**src/rtl/controle_varredura_servo.sv**
```systemverilog
// controle_varredura_servo
// Steps the 3-bit servo position code back and forth (0..7..0), holds each
// position for a dwell time, then requests one measurement and waits for it
// to finish or time out before moving to the next position.
module controle_varredura_servo #(
  parameter int TEMPO_ESPERA  = 100_000_000,
  parameter int TEMPO_TIMEOUT = 50_000_000
) (
  input  logic       clock,
  input  logic       reset,
  input  logic       ligar,
  input  logic       pronto,
  output logic [2:0] posicao,
  output logic       medir,
  output logic       erro_timeout,
  output logic [3:0] db_estado
);

  typedef enum logic [3:0] {
    INICIAL = 4'h0,
    ESPERA  = 4'h1,
    MEDIR   = 4'h2,
    AGUARDA = 4'h3,
    AVANCA  = 4'h4,
    PARADO  = 4'h5
  } estado_t;

  localparam logic [31:0] FIM_ESPERA  = 32'(TEMPO_ESPERA - 1);
  localparam logic [31:0] FIM_TIMEOUT = 32'(TEMPO_TIMEOUT - 1);

  estado_t     estado;
  logic [31:0] contagem;
  logic        descendo;

  // Moore outputs decoded straight from the state register, so they follow
  // the asynchronous reset without waiting for a clock edge
  assign medir     = (estado == MEDIR);
  assign db_estado = estado;

  // Sweep FSM: state, shared dwell/timeout counter, position, direction and
  // the sticky timeout flag all live in this one register block
  always_ff @(posedge clock or negedge reset) begin
    if (!reset) begin
      estado       <= INICIAL;
      contagem     <= '0;
      posicao      <= 3'd0;
      descendo     <= 1'b0;
      erro_timeout <= 1'b0;
    end else begin
      case (estado)
        INICIAL: begin
          contagem <= '0;
          if (ligar) estado <= ESPERA;
        end

        ESPERA: begin
          if (!ligar) begin
            estado   <= PARADO;
            contagem <= '0;
          end else if (contagem == FIM_ESPERA) begin
            estado   <= MEDIR;
            contagem <= '0;
          end else begin
            contagem <= contagem + 32'd1;
          end
        end

        MEDIR: begin
          estado   <= AGUARDA;
          contagem <= '0;
        end

        AGUARDA: begin
          if (pronto) begin
            estado       <= AVANCA;
            contagem     <= '0;
            erro_timeout <= 1'b0;
          end else if (contagem == FIM_TIMEOUT) begin
            estado       <= AVANCA;
            contagem     <= '0;
            erro_timeout <= 1'b1;
          end else begin
            contagem <= contagem + 32'd1;
          end
        end

        AVANCA: begin
          contagem <= '0;
          estado   <= ligar ? ESPERA : PARADO;
          if (!descendo) begin
            if (posicao == 3'd7) begin
              posicao  <= 3'd6;
              descendo <= 1'b1;
            end else begin
              posicao <= posicao + 3'd1;
            end
          end else begin
            if (posicao == 3'd0) begin
              posicao  <= 3'd1;
              descendo <= 1'b0;
            end else begin
              posicao <= posicao - 3'd1;
            end
          end
        end

        PARADO: begin
          contagem <= '0;
          if (ligar) estado <= ESPERA;
        end

        default: begin
          estado   <= INICIAL;
          contagem <= '0;
        end
      endcase
    end
  end

endmodule
```
**config.mk**
```make
export PLATFORM = sky130hd
export DESIGN_NAME = controle_varredura_servo
export DESIGN_NICKNAME = d
export VERILOG_FILES = /design/src/rtl/controle_varredura_servo.sv
export SDC_FILE = /design/constraint.sdc
export NUM_CORES = 1
export LEC_CHECK = 0
export ABC_AREA = 1
export BUFFER_PORTS_ARGS = -buffer_cell sky130_fd_sc_hd__buf_2
export CAP_MARGIN = 15
export CORE_MARGIN = 4
export CORE_UTILIZATION = 31
export CTS_CLUSTER_SIZE = 20
export DETAILED_ROUTE_END_ITERATION = 6
export GPL_TIMING_DRIVEN = 0
export MAX_ROUTING_LAYER = met4
export PLACE_DENSITY = 0.53
export REMOVE_ABC_BUFFERS = 1
export SLEW_MARGIN = 10
export SYNTH_ARGS = -nofsm -noshare
export SYNTH_HDL_FRONTEND = slang
export SYNTH_SLANG_ARGS = --single-unit
```
**constraint.sdc**
```tcl
create_clock -name clock -period 3.53 [get_ports clock]
set_clock_uncertainty 0.1 [all_clocks]
set_input_delay 0.1765 -clock clock [delete_from_list [all_inputs] [get_ports clock]]
set_output_delay 0.1765 -clock clock [all_outputs]
set_load 0.05 [all_outputs]
```
==> results.json, run 1 <==
{
  "crit_chain": "ha_1 > nand3_2 > nor3_4 > nand4_2 > nand2_4 > nand3_1 > nand2_1 > nand2_1",
  "cpMostUsedCell": "nand2_1",
  "synthArstFlopShare_pct": 100,
  "cp.depth": 8,
  "cts_tree": "built",
  "drive_gt1_share_pct": 14.0,
  "clock_latency_ps": 300,
  "pwr-share-seq_pct": 39.8,
  "status": "completed",
  "cts_resized": 0,
  "die_w_um": 102,
  "cts_buffer_depth": 2,
  "place_congestion": 0.869,
  "cts.htree.levels": 2,
  "post_drt_via_cell_ratio": 4.85,
  "critPathLaunchType": "flip-flop",
  "fmax_mhz": 423,
  "startpoint": "contagem[0]$_DFF_PN0_",
  "reg2reg_slack_ps": 1170,
  "max_stage_delay_ps": 480,
  "powerDensity_mw_per_mm2": 475,
  "grt_pass1_wl_um": 11200,
  "endpoint": "db_estado[2]$_DFFE_PN0P_",
  "yosysTopAreaCell": "dfrtp_1",
  "fp.coreArea_mm2": 0.00864,
  "setup_viol": 0,
  "total_power_mw": 1.41,
  "grt_pass1_vias": 2252,
  "drc": 0,
  "port_buffers": 11,
  "wl_um": 6440,
  "crit_fanout": 35,
  "clkSinkCount": 40,
  "root_buffer": "clkbuf_8",
  "p_sw_share_pct": 41.2,
  "rsz0062_at_grt": "false",
  "worst_setup_path_end_kind": "flip-flop",
  "start_util_pct": 31.7,
  "tightest_slew_ps": 944,
  "placedInstanceArea_mm2": 0.00284,
  "die-area_mm2": 0.0104,
  "regToRegEndpoint": "db_estado[2]$_DFFE_PN0P_",
  "switchingPower_mw": 0.580,
  "diodes": 0,
  "p_leak_nw": 1.16,
  "cp.required_ps": 3630,
  "grt_max_degree": 41,
  "clkPwrFrac_pct": 27.3,
  "post_cts_buffers": 0,
  "utilization_pct": 34.3,
  "track_usage_pct": 13.9,
  "cp_top_family": "simple AND/OR/NAND/NOR gates",
  "slew_headroom_pct": 37.1,
  "avgSynthCellArea_um2": 7.44,
  "min_path_type": "in -> reg",
  "clkTransAtPathRegs_ps": 80,
  "antenna_found_initial": 0,
  "drv_cap": 0,
  "p_comb_share_pct": 32.9,
  "slew_violations": 0,
  "synthCells": 368,
  "r2r-start": "contagem[0]$_DFF_PN0_",
  "setup_tns_ps": 0,
  "synth_flop_cell": "dfrtp_1",
  "netlist.area_leader.share_pct": 36.6,
  "first_pass_iters": 4,
  "place_inst": 478,
  "hold_violations": 0,
  "ys_warn_count": 0,
  "dp_hpwl_um": 4780,
  "wire_per_inst_um": 13.2,
  "io_pins": 13,
  "p_int_mw": 0.827,
  "cp_num_buf_inv": 0,
  "netlist_area_mm2": 0.00274,
  "vias": 2363,
  "post-route-period-util_pct": 66.9,
  "synth.most_common_cell": "nand2_1",
  "drtIter0Drc": 194,
  "synth-edff-count": 0,
  "fin_nets": 387,
  "fp-row-count": 34,
  "crit_arrival_ps": 2460,
  "period_needed_ps": 2360,
  "path_class": "reg -> reg",
  "grt_overflow_total": 0,
  "ir_drop_mv": 0.313,
  "syn_to_final_growth_pct": 8.14,
  "ys_seq_area_share_pct": 36.6,
  "cts_made_buffers": 5,
  "synth_cell_type_count": 31,
  "synth.ff_latch_count": 40,
  "finalInstanceArea_mm2": 0.00296,
  "cp_slowest_cell": "dfrtp_1",
  "fin_cells": 487,
  "synth.area.top_cells": "dfrtp_1 37%, nand2_1 12%, nor2_1 7.7%",
  "synth_common_cells": "89 x nand2_1, 56 x nor2_1, 40 x dfrtp_1, 40 x inv_1, 20 x a21oi_2",
  "reg2regPathDepth": 8,
  "die_h_um": 102,
  "antenna_left": 0
}
[flip-flops by register name, summed over array words and instances, names as in the netlist]
name	cells
descendo	1
contagem	32
db_estado	3
erro_timeout	1
posicao	3
[kinds of logic after synthesis]
group | Yosys count | synth area share, %
compound gates | 47 | 11.7
xor+xnor | 22 | 7.04
fa+ha+maj | 5 | 2.29
buf+inv | 49 | 8.59
flops | 40 | 36.6
other cells | 1 | 0.137
simple gates | 204 | 33.6
[power by group through the flow]
stage | Sequential (mW) | Combinational (mW) | Clock, mW
after detailed placement | 0.568 | 0.468 | 0
after floorplan | 0.662 | 0.254 | 0
after CTS | 0.560 | 0.471 | 0.393
after global routing | 0.571 | 0.521 | 0.412
final | 0.561 | 0.463 | 0.384
after global placement | 0.566 | 0.463 | 0
[layout make-up]
class | instances | area [um2]
Sequential cell | 40 | 1000
Tap cell | 108 | 135
Multi-Input combinational cell | 279 | 1500
Inverter | 40 | 150
Clock inverter | 2 | 35.0
Fill cell | 936 | 5680
Timing Repair Buffer | 12 | 65.1
Clock buffer | 6 | 72.6
[through the flow]
| step | setup slack (ps) | hold WS (ps) |
|---|---|---|
| 2_1_floorplan | 1590 | -219 |
| 3_3_place_gp | 1180 | 271 |
| 3_5_place_dp | 1160 | 290 |
| 4_1_cts | 1150 | 36.4 |
| 5_1_grt | 956 | 44.8 |
| 6_report | 1170 | 42.2 |
[worst min-delay path, cell delays in order]
cell     delay (ps)
buf_2           100
nand2_1          50
o21a_1           90
[worst min-delay path by stage]
stage / start / to / slack (ps) / cells past startpoint
2_1_floorplan: reset / contagem[0]$_DFF_PN0_ / -220 / 0
3_3_place_gp: reset / contagem[0]$_DFF_PN0_ / 270 / 1
3_5_place_dp: reset / contagem[25]$_DFF_PN0_ / 290 / 1
4_1_cts: pronto / erro_timeout$_DFFE_PN0P_ / 40 / 3
5_1_grt: ligar / contagem[13]$_DFF_PN0_ / 40 / 3
6_report: pronto / erro_timeout$_DFFE_PN0P_ / 40 / 3
[repair_timing]
item                                   in CTS  in global routing
hold buffers                                1                  0
endpoints found under the hold margin      40                  0
setup endpoints to repair                   0                  0
[routing by layer]
| metal | global-route usage (%) | vias to the layer above | wire length [um] |
|---|---|---|---|
| met1 | 18.9 | 1104 | 3160 |
| met4 | 3.94 | 0 | 89 |
| met3 | 2.59 | 9 | 230 |
| met5 | - | - | 0 |
| li1 | - | 1204 | - |
| met2 | 21.3 | 46 | 2960 |
[layout by cell type, fill, tap and decap left out]
master          n
nand2_1        89
nor2_1         56
inv_1          40
dfrtp_1        40
a21oi_2        20
xor2_1         17
nand3_1        16
nand4_1        15
a21oi_1        15
nor3_1         11
buf_2          11
o21ai_0         6
xnor2_1         5
ha_1            5
clkbuf_8        5
nor2_2          4
nand2_2         3
nor3_2          3
nand2_4         2
o22ai_1         2
nand3_2         1
nor3_4          1
nand4_2         1
a21boi_0        1
o21bai_1        1
and3_1          1
nor4_1          1
o21a_1          1
a31oi_1         1
conb_1          1
bufinv_16       1
clkbuf_1        1
clkinv_2        1
dlygate4sd3_1   1
No activity file was read; power rests on OpenSTA's default activity.
==> inputs of run 2 (changes only) <==
--- a/config.mk
+++ b/config.mk
@@ -14,7 +14,7 @@
 export DETAILED_ROUTE_END_ITERATION = 6
 export GPL_TIMING_DRIVEN = 0
 export MAX_ROUTING_LAYER = met4
-export PLACE_DENSITY = 0.53
+export PLACE_DENSITY = 0.55
 export REMOVE_ABC_BUFFERS = 1
 export SLEW_MARGIN = 10
 export SYNTH_ARGS = -nofsm -noshare
==> constraint.sdc (replaced) <==
create_clock -name clock -period 2.15 [get_ports clock]
set_clock_uncertainty 0.1 [all_clocks]
set_input_delay 0.1075 -clock clock [delete_from_list [all_inputs] [get_ports clock]]
set_output_delay 0.1075 -clock clock [all_outputs]
set_load 0.05 [all_outputs]
==> run 2 against run 1 <==
Compared with the run above: sequential share of layout area decreased by 1.1 points; power increased by 68%; sequential power increased by 64%; core utilization increased by 1.1 points; first-iteration DRC count decreased by 34%; critical path depth unchanged; cell count increased by 1.2%; register-to-register slack got worse by 970 ps; routed wire length increased by 9.4%; worst hold slack improved by 330 ps; final area increased by 3.3%; largest power group unchanged; highest routed layer unchanged.
==> results.json, run 2 (synthesized netlist as in run 1, its figures left out) <==
{
  "root_buffer": "clkbuf_8",
  "worst_hold_slack_ps": 377,
  "finalInstanceArea_mm2": 0.00306,
  "cp.required_ps": 2260,
  "setup_tns_ps": 0,
  "fin_cells": 493,
  "rsz0062_at_grt": "false",
  "post_drt_via_cell_ratio": 4.95,
  "grt_max_degree": 41,
  "crit_chain": "ha_2 > nand3_2 > nor3_4 > nand4_4 > nand2_8 > nand3_1 > nand2_1 > nand2_1",
  "path_class": "reg -> reg",
  "setup_slack_ps": 196,
  "fp-row-count": 34,
  "io_pins": 13,
  "cts_buffer_depth": 2,
  "mostFrequentLayoutCells": "89 x nand2_1, 53 x nor2_1, 40 x inv_1",
  "first_pass_iters": 4,
  "fmax_mhz": 512,
  "cts_made_buffers": 5,
  "die_h_um": 102,
  "drive_gt1_share_pct": 16.4,
  "top_register": "contagem",
  "antenna_found_initial": 0,
  "die-area_mm2": 0.0104,
  "p_leak_nw": 1.19,
  "slew_violations": 0,
  "wl_um": 7050,
  "antenna_left": 0,
  "cp_top_family": "simple AND/OR/NAND/NOR gates",
  "start_util_pct": 31.7,
  "status": "completed",
  "max_stage_delay_ps": 430,
  "setup_viol": 0,
  "track_usage_pct": 14.8,
  "cts_tree": "built",
  "place_congestion": 0.922,
  "placedInstanceArea_mm2": 0.00284,
  "cp_num_buf_inv": 0,
  "total_power_mw": 2.37,
  "dp_hpwl_um": 4940,
  "fill_cells": 930,
  "r2r-start": "contagem[0]$_DFF_PN0_",
  "cp_slowest_cell": "dfrtp_2",
  "place_inst": 478,
  "clkSinkCount": 40,
  "critPathLaunchType": "flip-flop",
  "grt_pass1_vias": 2372,
  "tightest_slew_ps": 910,
  "period_needed_ps": 1950,
  "utilization_pct": 35.4,
  "slew_headroom_pct": 39.3,
  "place_ws_ps": -264,
  "grt_overflow_total": 0,
  "cpMostUsedCell": "nand2_1",
  "port_buffers": 11,
  "post-route-period-util_pct": 90.9,
  "clock_latency_ps": 310,
  "die_w_um": 102,
  "largest_register_ffs": 32,
  "hold_violations": 0,
  "startpoint": "contagem[0]$_DFF_PN0_",
  "crit_arrival_ps": 2060,
  "crit_fanout": 18,
  "drtIter0Drc": 129,
  "diodes": 0,
  "ir_drop_mv": 0.508,
  "worst_setup_path_end_kind": "flip-flop",
  "min_path_type": "in -> async",
  "powerDensity_mw_per_mm2": 775,
  "cts.htree.levels": 2,
  "grt_pass1_wl_um": 11800,
  "syn_to_final_growth_pct": 11.7,
  "vias": 2441,
  "final_common_cell": "nand2_1",
  "fp.coreArea_mm2": 0.00864,
  "wire_per_inst_um": 14.3,
  "drc": 0,
  "drv_cap": 0,
  "fin_nets": 393,
  "clkTransAtPathRegs_ps": 90
}
## run 2: cell types whose count changed in the layout (fill, tap and decap cells not counted), moves of 2 or more
cell	delta
nor2_2	+3
nand2_8	+2
dlygate4sd3_1	+2
nor2_1	-3
buf_4	+2
## run 2: repair_timing
action | 4_1_cts | 5_1_grt
gates resized for setup | 3 | 5
buffers inserted | 2 | 0
pin swaps | 2 | 2
hold buffers | 3 | 0
endpoints found under the setup margin | 34 | 22
hold endpoints to repair | 42 | 0
gates cloned | 1 | 1
## run 2: path summary, 6_finish.rpt
| kind | cells past startpoint | to | slack, ps |
|---|---|---|---|
| setup / recovery | 8 | db_estado[0]$_DFFE_PN0P_ | 200 |
| min in group clock | 1 | contagem[0]$_DFF_PN0_ | 400 |
| max in group asynchronous | 2 | contagem[0]$_DFF_PN0_ | 950 |
| hold / removal | 2 | contagem[16]$_DFF_PN0_ | 380 |
| hold reg to reg | 1 | contagem[0]$_DFF_PN0_ | 400 |
| setup reg to reg | 8 | db_estado[0]$_DFFE_PN0P_ | 200 |
## run 2: cell type report
| cell class | instances | area (um2) | share of cell area, % |
|---|---|---|---|
| inverters | 40 | 150 | 4.91 |
| clock inverters | 3 | 42.5 | 1.39 |
| multi-input cells | 281 | 1560 | 51.0 |
| clock buffers | 5 | 68.8 | 2.25 |
| repair buffers | 16 | 100 | 3.27 |
| well taps | 108 | 135 | 4.42 |
| flip-flops and latches | 40 | 1000 | 32.8 |
## run 2: where the power goes
part | leakage, nW | switching [mW] | internal (mW)
clock network | 0.0541 | 0.301 | 0.344
registers | 0.545 | 0.0926 | 0.828
logic | 0.588 | 0.606 | 0.200
total | 1.19 | 1.00 | 1.37
## run 2: per-layer routing
layer	track usage (%)	vias up	wire length (um)
met5	-	-	0
met4	3.73	0	106
met3	2.66	13	250
met2	23.4	47	3300
met1	19.7	1161	3390
li1	-	1220	-
==> inputs of run 3 (changes only) <==
--- a/config.mk
+++ b/config.mk
@@ -8,6 +8,7 @@
 export ABC_AREA = 1
 export BUFFER_PORTS_ARGS = -buffer_cell sky130_fd_sc_hd__buf_2
 export CAP_MARGIN = 15
+export CORE_ASPECT_RATIO = 0.7
 export CORE_MARGIN = 4
 export CORE_UTILIZATION = 31
 export CTS_CLUSTER_SIZE = 20
==> run 3 against run 2 <==
Compared with the run above: sequential cell count is the same; sequential share of layout area is 0.33 points lower; worst hold slack got worse by 370 ps; die area grew 0.23%; fmax decreased by 2.3%; clock power up 12%; core utilization increased by 0.88 points; critical path type unchanged; largest power group unchanged.
==> results.json, run 3 (synthesized netlist as in run 1, its figures left out) <==
{
  "antenna_left": 0,
  "syn_to_final_growth_pct": 12.9,
  "drc": 0,
  "worst_setup_path_end_kind": "flip-flop",
  "placedInstanceArea_mm2": 0.00286,
  "rsz0062_at_grt": "false",
  "fp.coreArea_mm2": 0.00851,
  "grt_pass1_vias": 2278,
  "cp.required_ps": 2230,
  "top_register": "contagem",
  "start_util_pct": 32.2,
  "diodes": 0,
  "grt_overflow_total": 0,
  "ir_drop_mv": 0.583,
  "min_path_type": "in -> reg",
  "fin_nets": 392,
  "powerDensity_mw_per_mm2": 795,
  "first_pass_iters": 4,
  "drtIter0Drc": 273,
  "setup_viol": 0,
  "port_buffers": 11,
  "place_congestion": 0.985,
  "fill_cells": 890,
  "io_pins": 13,
  "multi_input_area_mm2": 0.00156,
  "post_drt_via_cell_ratio": 4.84,
  "seq_area_mm2": 0.00100,
  "antenna_found_initial": 0,
  "crit_fanout": 18,
  "cts_buffer_depth": 2,
  "place_inst": 490,
  "period_needed_ps": 2000,
  "mostFrequentLayoutCells": "88 x nand2_1, 53 x nor2_1, 40 x inv_1",
  "hold_violations": 0,
  "total_power_mw": 2.46,
  "critPathLaunchType": "flip-flop",
  "place_ws_ps": -240,
  "root_buffer": "clkbuf_16",
  "grt_pass1_wl_um": 12000,
  "cts_tree": "built",
  "clkTransAtPathRegs_ps": 60,
  "setup_tns_ps": 0,
  "drv_cap": 0,
  "status": "completed",
  "wire_per_inst_um": 14.4,
  "tightest_slew_ps": 935,
  "crit_arrival_ps": 2080,
  "clock_latency_ps": 280,
  "largest_register_ffs": 32,
  "grt_max_degree": 41,
  "track_usage_pct": 15.2,
  "vias": 2435,
  "wl_um": 7260,
  "fmax_mhz": 500,
  "cts.htree.levels": 2,
  "dp_hpwl_um": 5130,
  "finalInstanceArea_mm2": 0.00309,
  "reg2regPathDepth": 8,
  "final_common_cell": "nand2_1",
  "slew_violations": 0,
  "die_w_um": 120,
  "fp-row-count": 28,
  "post-route-period-util_pct": 93.0,
  "cts_made_buffers": 5,
  "clkSinkCount": 40,
  "fin_cells": 503,
  "die_h_um": 86.6,
  "path_class": "reg -> reg",
  "drive_gt1_share_pct": 16.7,
  "slew_headroom_pct": 37.6,
  "hold_path_depth": 3,
  "p_leak_nw": 1.20,
  "die-area_mm2": 0.0104,
  "setup_slack_ps": 151
}
-- run 3: layout make-up --
| cell class | count | area share, % |
|---|---|---|
| multi-input cells | 281 | 50.6 |
| flip-flops and latches | 40 | 32.4 |
| inverters | 40 | 4.86 |
| well taps | 120 | 4.86 |
| clock buffers | 5 | 4.05 |
| repair buffers | 15 | 2.83 |
| clock inverters | 2 | 0.405 |
-- run 3: per-layer routing --
layer,share of wire (%),wire [um],vias up,GRT usage (%)
li1,-,-,1222,-
met1,55,3960,1131,24.5
met2,37,2720,80,19.0
met3,7.3,530,2,2.41
met4,0.74,54,0,3.81
met5,0,0,-,-
-- run 3: metrics by stage --
stage / util (%) / hold WS, ps
final: 36.3 / 11.6
after global routing: 36.3 / 13.1
after CTS: 35.7 / 1.04
after detailed placement: 33.6 / 210
after global placement: 33.6 / 199
after floorplan: - / -288
-- run 3: final timing paths --
path                       slack, ps                        to                  start
min reg2reg                      390     contagem[0]$_DFF_PN0_  contagem[0]$_DFF_PN0_
max reg2reg                      150  db_estado[2]$_DFFE_PN0P_  contagem[0]$_DFF_PN0_
max                              150  db_estado[2]$_DFFE_PN0P_  contagem[0]$_DFF_PN0_
min                               10    contagem[13]$_DFF_PN0_                  ligar
max in group asynchronous        900     contagem[0]$_DFF_PN0_                  reset
min in group asynchronous        420    contagem[28]$_DFF_PN0_                  reset
-- run 3: what timing repair did --
action,CTS,global route
pin swaps,1,2
buffers inserted,0,3
setup endpoints to repair,34,22
gates cloned,1,1
hold buffers,1,0
hold endpoints to repair,40,0
gates resized for setup,3,6
-- run 3: power by group --
part,total [mW],internal (mW),switching (mW)
logic,0.816,0.198,0.618
clock network,0.722,0.421,0.301
registers,0.919,0.829,0.0903
-- run 3: critical path: stages, from the launching register on --
cell     delay (ps)
dfrtp_2         410
ha_2            260
nand3_2         160
nor3_4          300
nand4_4         200
nand2_8         210
nand3_1         130
nand2_1          90
nand2_1          50
